**src/rtl/hrange_arbiter.sv**
```systemverilog
// hrange_arbiter: shares one hrange generator core among NUM_REQ requesters.
// Start pulses are captured per requester and served in round-robin order.
// The winner's arguments are launched into the core. The core's stream and
// done pulse are routed back to the winner only, and the winner's pause is
// routed forward to the core.
module hrange_arbiter #(
   parameter int NUM_REQ = 4,
   parameter int GRANT_W = 2
) (
   input  logic                      _clock,
   input  logic                      _reset,
   input  logic [NUM_REQ-1:0]        req_start,
   input  logic [32*NUM_REQ-1:0]     req_base,
   input  logic [32*NUM_REQ-1:0]     req_limit,
   input  logic [32*NUM_REQ-1:0]     req_step,
   input  logic [NUM_REQ-1:0]        req_wait,
   output logic [NUM_REQ-1:0]        req_valid,
   output logic [NUM_REQ-1:0]        req_ready,
   output logic signed [31:0]        req_0,
   output logic [GRANT_W-1:0]        grant_id,
   output logic                      busy,
   output logic signed [31:0]        gen_base,
   output logic signed [31:0]        gen_limit,
   output logic signed [31:0]        gen_step,
   output logic                      gen_start,
   output logic                      gen_wait,
   output logic                      gen_reset,
   input  logic                      gen_valid,
   input  logic                      gen_ready,
   input  logic signed [31:0]        gen_0
);

   typedef enum logic {IDLE, RUN} state_t;

   state_t state, state_next;

   logic [NUM_REQ-1:0]  pending;
   logic [GRANT_W-1:0]  rr_ptr;
   logic signed [31:0]  arg_base  [NUM_REQ];
   logic signed [31:0]  arg_limit [NUM_REQ];
   logic signed [31:0]  arg_step  [NUM_REQ];

   logic [NUM_REQ-1:0]  candidates;
   logic                pick_found;
   logic [GRANT_W-1:0]  pick_idx;
   logic [GRANT_W:0]    scan_idx;
   logic [NUM_REQ-1:0]  pick_mask;
   logic                launch;
   logic                stream_done;
   logic signed [31:0]  sel_base, sel_limit, sel_step;

   // The core is held in reset exactly when the arbiter is, so a reset mid-stream aborts it too
   assign gen_reset = _reset;

   assign candidates  = pending | req_start;
   assign launch      = (state == IDLE) && pick_found;
   assign stream_done = (state == RUN) && gen_ready;

   // Round-robin search: scan offsets from the highest down so the lowest offset from rr_ptr wins
   always_comb begin
      pick_found = 1'b0;
      pick_idx   = '0;
      scan_idx   = '0;
      pick_mask  = '0;
      for (int off = NUM_REQ - 1; off >= 0; off--) begin
         scan_idx = {1'b0, rr_ptr} + (GRANT_W + 1)'(off);
         if (scan_idx >= (GRANT_W + 1)'(NUM_REQ)) begin
            scan_idx = scan_idx - (GRANT_W + 1)'(NUM_REQ);
         end
         if (candidates[scan_idx[GRANT_W-1:0]]) begin
            pick_found = 1'b1;
            pick_idx   = scan_idx[GRANT_W-1:0];
         end
      end
      if (pick_found) begin
         pick_mask[pick_idx] = 1'b1;
      end
   end

   // A start pulse arriving on the launch edge bypasses the latches so its fresh arguments are used
   always_comb begin
      sel_base  = arg_base[pick_idx];
      sel_limit = arg_limit[pick_idx];
      sel_step  = arg_step[pick_idx];
      if (req_start[pick_idx]) begin
         sel_base  = req_base[32*pick_idx +: 32];
         sel_limit = req_limit[32*pick_idx +: 32];
         sel_step  = req_step[32*pick_idx +: 32];
      end
   end

   // State register
   always_ff @(posedge _clock) begin
      if (_reset) begin
         state <= IDLE;
      end else begin
         state <= state_next;
      end
   end

   // Next-state logic: launch whenever something is waiting, return to IDLE on the core's done pulse
   always_comb begin
      state_next = state;
      case (state)
         IDLE:    if (pick_found) state_next = RUN;
         RUN:     if (gen_ready)  state_next = IDLE;
         default: state_next = IDLE;
      endcase
   end

   // Output routing: only the granted requester sees the stream, and only its pause reaches the core
   always_comb begin
      req_valid = '0;
      req_ready = '0;
      gen_wait  = 1'b0;
      req_0     = gen_0;
      busy      = (state == RUN);
      if (state == RUN) begin
         req_valid[grant_id] = gen_valid;
         req_ready[grant_id] = gen_ready;
         gen_wait            = req_wait[grant_id];
      end
   end

   // Per-requester argument latches; the latest start pulse overwrites earlier arguments
   always_ff @(posedge _clock) begin
      if (_reset) begin
         for (int i = 0; i < NUM_REQ; i++) begin
            arg_base[i]  <= '0;
            arg_limit[i] <= '0;
            arg_step[i]  <= '0;
         end
      end else begin
         for (int i = 0; i < NUM_REQ; i++) begin
            if (req_start[i]) begin
               arg_base[i]  <= req_base[32*i +: 32];
               arg_limit[i] <= req_limit[32*i +: 32];
               arg_step[i]  <= req_step[32*i +: 32];
            end
         end
      end
   end

   // Grant bookkeeping: pending set, launch of the chosen requester, and round-robin pointer advance
   always_ff @(posedge _clock) begin
      if (_reset) begin
         pending   <= '0;
         rr_ptr    <= '0;
         grant_id  <= '0;
         gen_start <= 1'b0;
         gen_base  <= '0;
         gen_limit <= '0;
         gen_step  <= '0;
      end else begin
         pending   <= (pending | req_start) & ~(launch ? pick_mask : '0);
         gen_start <= launch;
         if (launch) begin
            grant_id  <= pick_idx;
            gen_base  <= sel_base;
            gen_limit <= sel_limit;
            gen_step  <= sel_step;
         end
         if (stream_done) begin
            rr_ptr <= (grant_id == GRANT_W'(NUM_REQ - 1)) ? '0 : grant_id + 1'b1;
         end
      end
   end

endmodule

```
**config.mk**
```make
export PLATFORM = sky130hd
export DESIGN_NAME = hrange_arbiter
export DESIGN_NICKNAME = d
export VERILOG_FILES = /design/src/rtl/hrange_arbiter.sv
export SDC_FILE = /design/constraint.sdc
export NUM_CORES = 1
export LEC_CHECK = 0
export ABC_AREA = 0
export CORE_ASPECT_RATIO = 1.2
export CORE_MARGIN = 2
export CORE_UTILIZATION = 48
export CTS_CLUSTER_DIAMETER = 60
export DETAILED_ROUTE_END_ITERATION = 16
export GPL_TIMING_DRIVEN = 0
export PLACE_DENSITY_LB_ADDON = 0.05
export REMOVE_ABC_BUFFERS = 1
export SETUP_SLACK_MARGIN = 0.3
export SLEW_MARGIN = 40
export SYNTH_ARGS = -nofsm -noshare
export SYNTH_HDL_FRONTEND = slang
export SYNTH_SLANG_ARGS = --single-unit
```
**constraint.sdc**
```tcl
create_clock -name _clock -period 4.7 [get_ports _clock]
set_input_delay 1.175 -clock _clock [delete_from_list [all_inputs] [get_ports _clock]]
set_output_delay 1.175 -clock _clock [all_outputs]
set_load 0.02 [all_outputs]
```
==> metrics.md <==
| Metric | Value |
|---|---|
| Max-capacitance violation count | `0` |
| Number of global-route vias before repair | `26,600` |
| Routed WL | `approximately 120 mm` |
| Count of cell types in the netlist | `47` |
| F_max | `239 MHz` |
| Sum of met3 wire segment lengths after detailed routing | `13.0 mm` |
| Crit path from | `req_start[3]` |
| Part of the power in registers | `0.392` |
| Arrival time worst endpoint | `4670 ps` |
| Normalized max-slew margin | `0.518` |
| Syn_area_per_cell | `10.6 um2` |
| Core Rows | `99` |
| Net switching power of the design | `between 4 and 5 mW` |
| Share of total power in combinational logic | `0.275` |
| TritonCTS clock tree | `done` |
| Most common cell type on the critical path | `buf_16` |
| Maximum fanout along the worst path | `18` |
| Initial core utilization | `0.484` |
| Commonest non-fill, non-tap cells in the layout | `502 x clkdlybuf4s50_1, 385 x and2_1, 384 x or3_1, 384 x edfxtp_1, 192 x nor4_1` |
| Seq/Total Area, Yosys | `0.465` |
| Multi-input gate area in the final layout | `0.0139 mm2` |
| CP endpoint kind | `flop` |
| Number of antenna-violating nets in the routed design | `0` |
| Clk root buf | `clkbuf_16` |
| Cells after Synth | `2,777` |
| Top FF cell, synth | `edfxtp_1` |
| Reported leakage power | `13.8 nW` |
| Setup crit start kind | `input port` |
| Worst path buffer plus inverter count | `8` |
| Top layer used by detailed routing | `met5` |
| Number of slew-limit violations in the final report | `0` |
| Data required, critical path | `5190 ps` |
| Height of the die | `275 um` |
| Routed via count divided by cell count | `6.71` |
| Global route total overflow | `0` |
| Antenna violations before repair | `between 40 and 50` |
| Total count of hold-check failures in the final report | `0` |
| First-pass GRT wire length | `175 mm` |
| Slew at the pin closest to its max-slew limit | `713 ps` |
| CP max-delay cell | `or4_4` |
| Number of buffers created by CTS | `54` |
| Area added between synthesis and finish | `32.2%` |
| Status | `finished clean` |
| Clock latency of the later-clocked register in the worst-skew pair | `just over 600 ps` |
| Reg2reg start | `rr_ptr[1]` |
| Gp weighted congestion | `0.811` |
| Sequential standard cell area | `0.0137 mm2` |
| Number of flip-flops and latches in the synthesized netlist | `490` |
| Post-Route M1 WL | `47.0 mm` |
| Starting DRT DRC Count | `3,124` |
| Fraction of layout cells with a size suffix above 1 | `0.143` |
| Pin count of the biggest net entering global routing | `90` |
| Count of non-filler cells in the finished layout | `4,027` |
| Mapped cell area | `between 0.02 and 0.03 mm2` |
| Drc violations | `0` |
| Worst voltage drop across the vdd grid | `0.000309 V` |
| Most common cell after layout, fill and taps aside | `clkdlybuf4s50_1` |
| Launch point of the worst hold path | `gen_base[11]` |
| Crit Path Class | `input port to flop` |
| Clock input transition at the sequential cells of the worst setup and hold paths | `60 ps` |
| Hold Crit Class | `flop to flop` |
| Detailed placement HPWL | `about 83 mm` |
| # clock sinks | `490` |
| Net count of the finished layout | `3,571` |
| Overall track demand over capacity in global routing | `0.368` |
| Cell family contributing the most delay on the critical path | `buffers and inverters` |
| Fill cell total of the finished layout | `4,784` |
| Floorplan die width | `230 um` |
| Post-route clock period utilization | `0.888` |
| Max Clock Skew | `24.0 ps` |
| Async SR Flop Fraction | `0` |
| Worst hold slack | `458 ps` |
| Maximum number of buffers from clock root to sink | `3` |
| Share of total power consumed by net switching | `0.305` |
| H-Tree Level Count | `2` |
| Met2 wire length | `56.1 mm` |
| Final core utilization | `0.640` |
| Core region area | `0.0606 mm2` |
| I/O Buffers | `between 500 and 600` |
| Number of detailed-route iterations in the first pass | `5` |
| Floorplan die area | `about 0.063 mm2` |
| Setup repair after global routing missed its margin | `no` |
| Final critical path time including I/O delays and setup | `4180 ps` |
| Cell internal power dissipation | `9.45 mW` |
| Number of placed I/O pins | `570` |
| Clk pwr share | `0.333` |
| Average wire per standard cell | `29.9 um` |
| Final setup violation count | `0` |
| EDFF count, synth | `around 380` |
| Via Count | `roughly 27,000` |
| Placed insts | `3,890` |
| Power per cell area | `350 mW/mm2` |
| Largest stage delay, worst path | `680 ps` |
| Critical path cell sequence | `clkdlybuf4s50_1, or4_4, o21bai_4, buf_16, buf_8, buf_16, nor2_4, buf_16, buf_16, buf_8, buf_16, a221oi_1, o41ai_2` |
| Synthesis Warnings | `0` |
==> metal layers <==
| layer | vias to the layer above | global-route usage |
|---|---|---|
| li1 | 11400 | - |
| met1 | 13400 | 0.489 |
| met2 | 1820 | 0.579 |
| met3 | 310 | 0.0849 |
| met4 | 30 | 0.154 |
| met5 | - | 0.00967 |
==> cell families after synthesis <==
| group | count (synthesis) | share of synthesized area |
|---|---|---|
| adders and majority gates | 4 | 0.00171 |
| DFF | 490 | 0.465 |
| muxes | 1 | 0.000768 |
| AOI/OAI and AO/OA | 701 | 0.217 |
| buffers and inverters | 384 | 0.0654 |
| and+or+nand+nor | 1197 | 0.250 |
==> stage by stage <==
| stage | total power [mW] | setup WS (ps) | cell area [um2] | setup TNS [ps] |
|---|---|---|---|---|
| 2_1_floorplan | 7.05 | -8630 | 27400 | -851220 |
| 6_report | 13.6 | 525 | 38800 | 0 |
| 5_1_grt | 14.0 | 478 | 38800 | 0 |
| 3_5_place_dp | 9.08 | -542 | 36800 | -16070 |
| 4_1_cts | 13.5 | 395 | 38700 | 0 |
| 3_3_place_gp | 8.70 | -32020 | 33500 | - |
==> sequential cells by signal, indices dropped and copies added, names as in the netlist <==
name	flops
rr_ptr	2
gen_base	32
grant_id	2
busy	1
arg_step	128
gen_step	32
arg_base	128
arg_limit	128
gen_start	1
pending	4
gen_limit	32
==> final cells by class <==
cell class | count | share of cell area
clock buffer | 90 | 0.0443
tap | 808 | 0.0261
multi-input combinational | 1903 | 0.359
antenna | 34 | 0.00219
timing repair buffer | 687 | 0.212
sequential | 490 | 0.352
clock inverter | 12 | 0.00377
inverter | 3 | 0.000290
==> worst paths after layout <==
check	endpoint	slack, ps	cells past startpoint
max	gen_base[3]	520	13
min reg2reg	gen_base[11]	460	2
min	gen_base[11]	460	2
max reg2reg	gen_base[16]	1210	10
==> timing repair <==
item | CTS | global route
resized for setup | 0 | 1
setup endpoints to repair | 26 | 5
setup buffers | 1 | 0
pin swaps | 1 | 0
hold buffers | 0 | 0
==> tightest hold or removal path: cells and delay by family (launching register included) <==
| family | cells | cell delay, ps |
|---|---|---|
| flops | 1 | 320 |
| simple gates | 1 | 60 |
| compound gates | 1 | 40 |
==> power groups by stage <==
stage | Sequential [mW] | Clock, mW | Combinational (mW)
floorplan | 5.57 | 0 | 1.48
global placement | 5.41 | 0 | 3.28
detailed placement | 5.42 | 0 | 3.66
CTS | 5.33 | 4.53 | 3.68
global route | 5.37 | 4.71 | 3.90
finish | 5.33 | 4.52 | 3.74
==> cells in the mapped netlist (2+ instances only) <==
library cell,n,share of area
a211o_1,2,0.00060
a211oi_1,135,0.035
a211oi_2,62,0.026
a21oi_1,101,0.017
a221oi_1,95,0.028
a311oi_1,2,0.00060
and2_1,385,0.082
and3_1,8,0.0017
buf_1,5,0.00064
buf_2,82,0.014
buf_4,42,0.011
buf_6,28,0.011
clkbuf_1,219,0.028
clkbuf_2,5,0.00085
dfxtp_1,106,0.072
edfxtp_1,384,0.39
ha_1,4,0.0017
inv_1,3,0.00038
nand2_1,103,0.013
nor2_1,5,0.00064
nor2_2,2,0.00043
nor2b_1,4,0.00085
nor3_1,7,0.0012
nor3b_1,95,0.024
nor4_1,192,0.041
o2111a_4,2,0.0014
o2111ai_2,2,0.0010
o21a_1,96,0.025
o21ba_1,2,0.00068
o21bai_1,99,0.025
o41ai_2,96,0.053
or2_1,2,0.00043
or2_2,4,0.00085
or3_1,384,0.082
or4_1,2,0.00051
No activity file was read; power rests on OpenSTA's default activity.
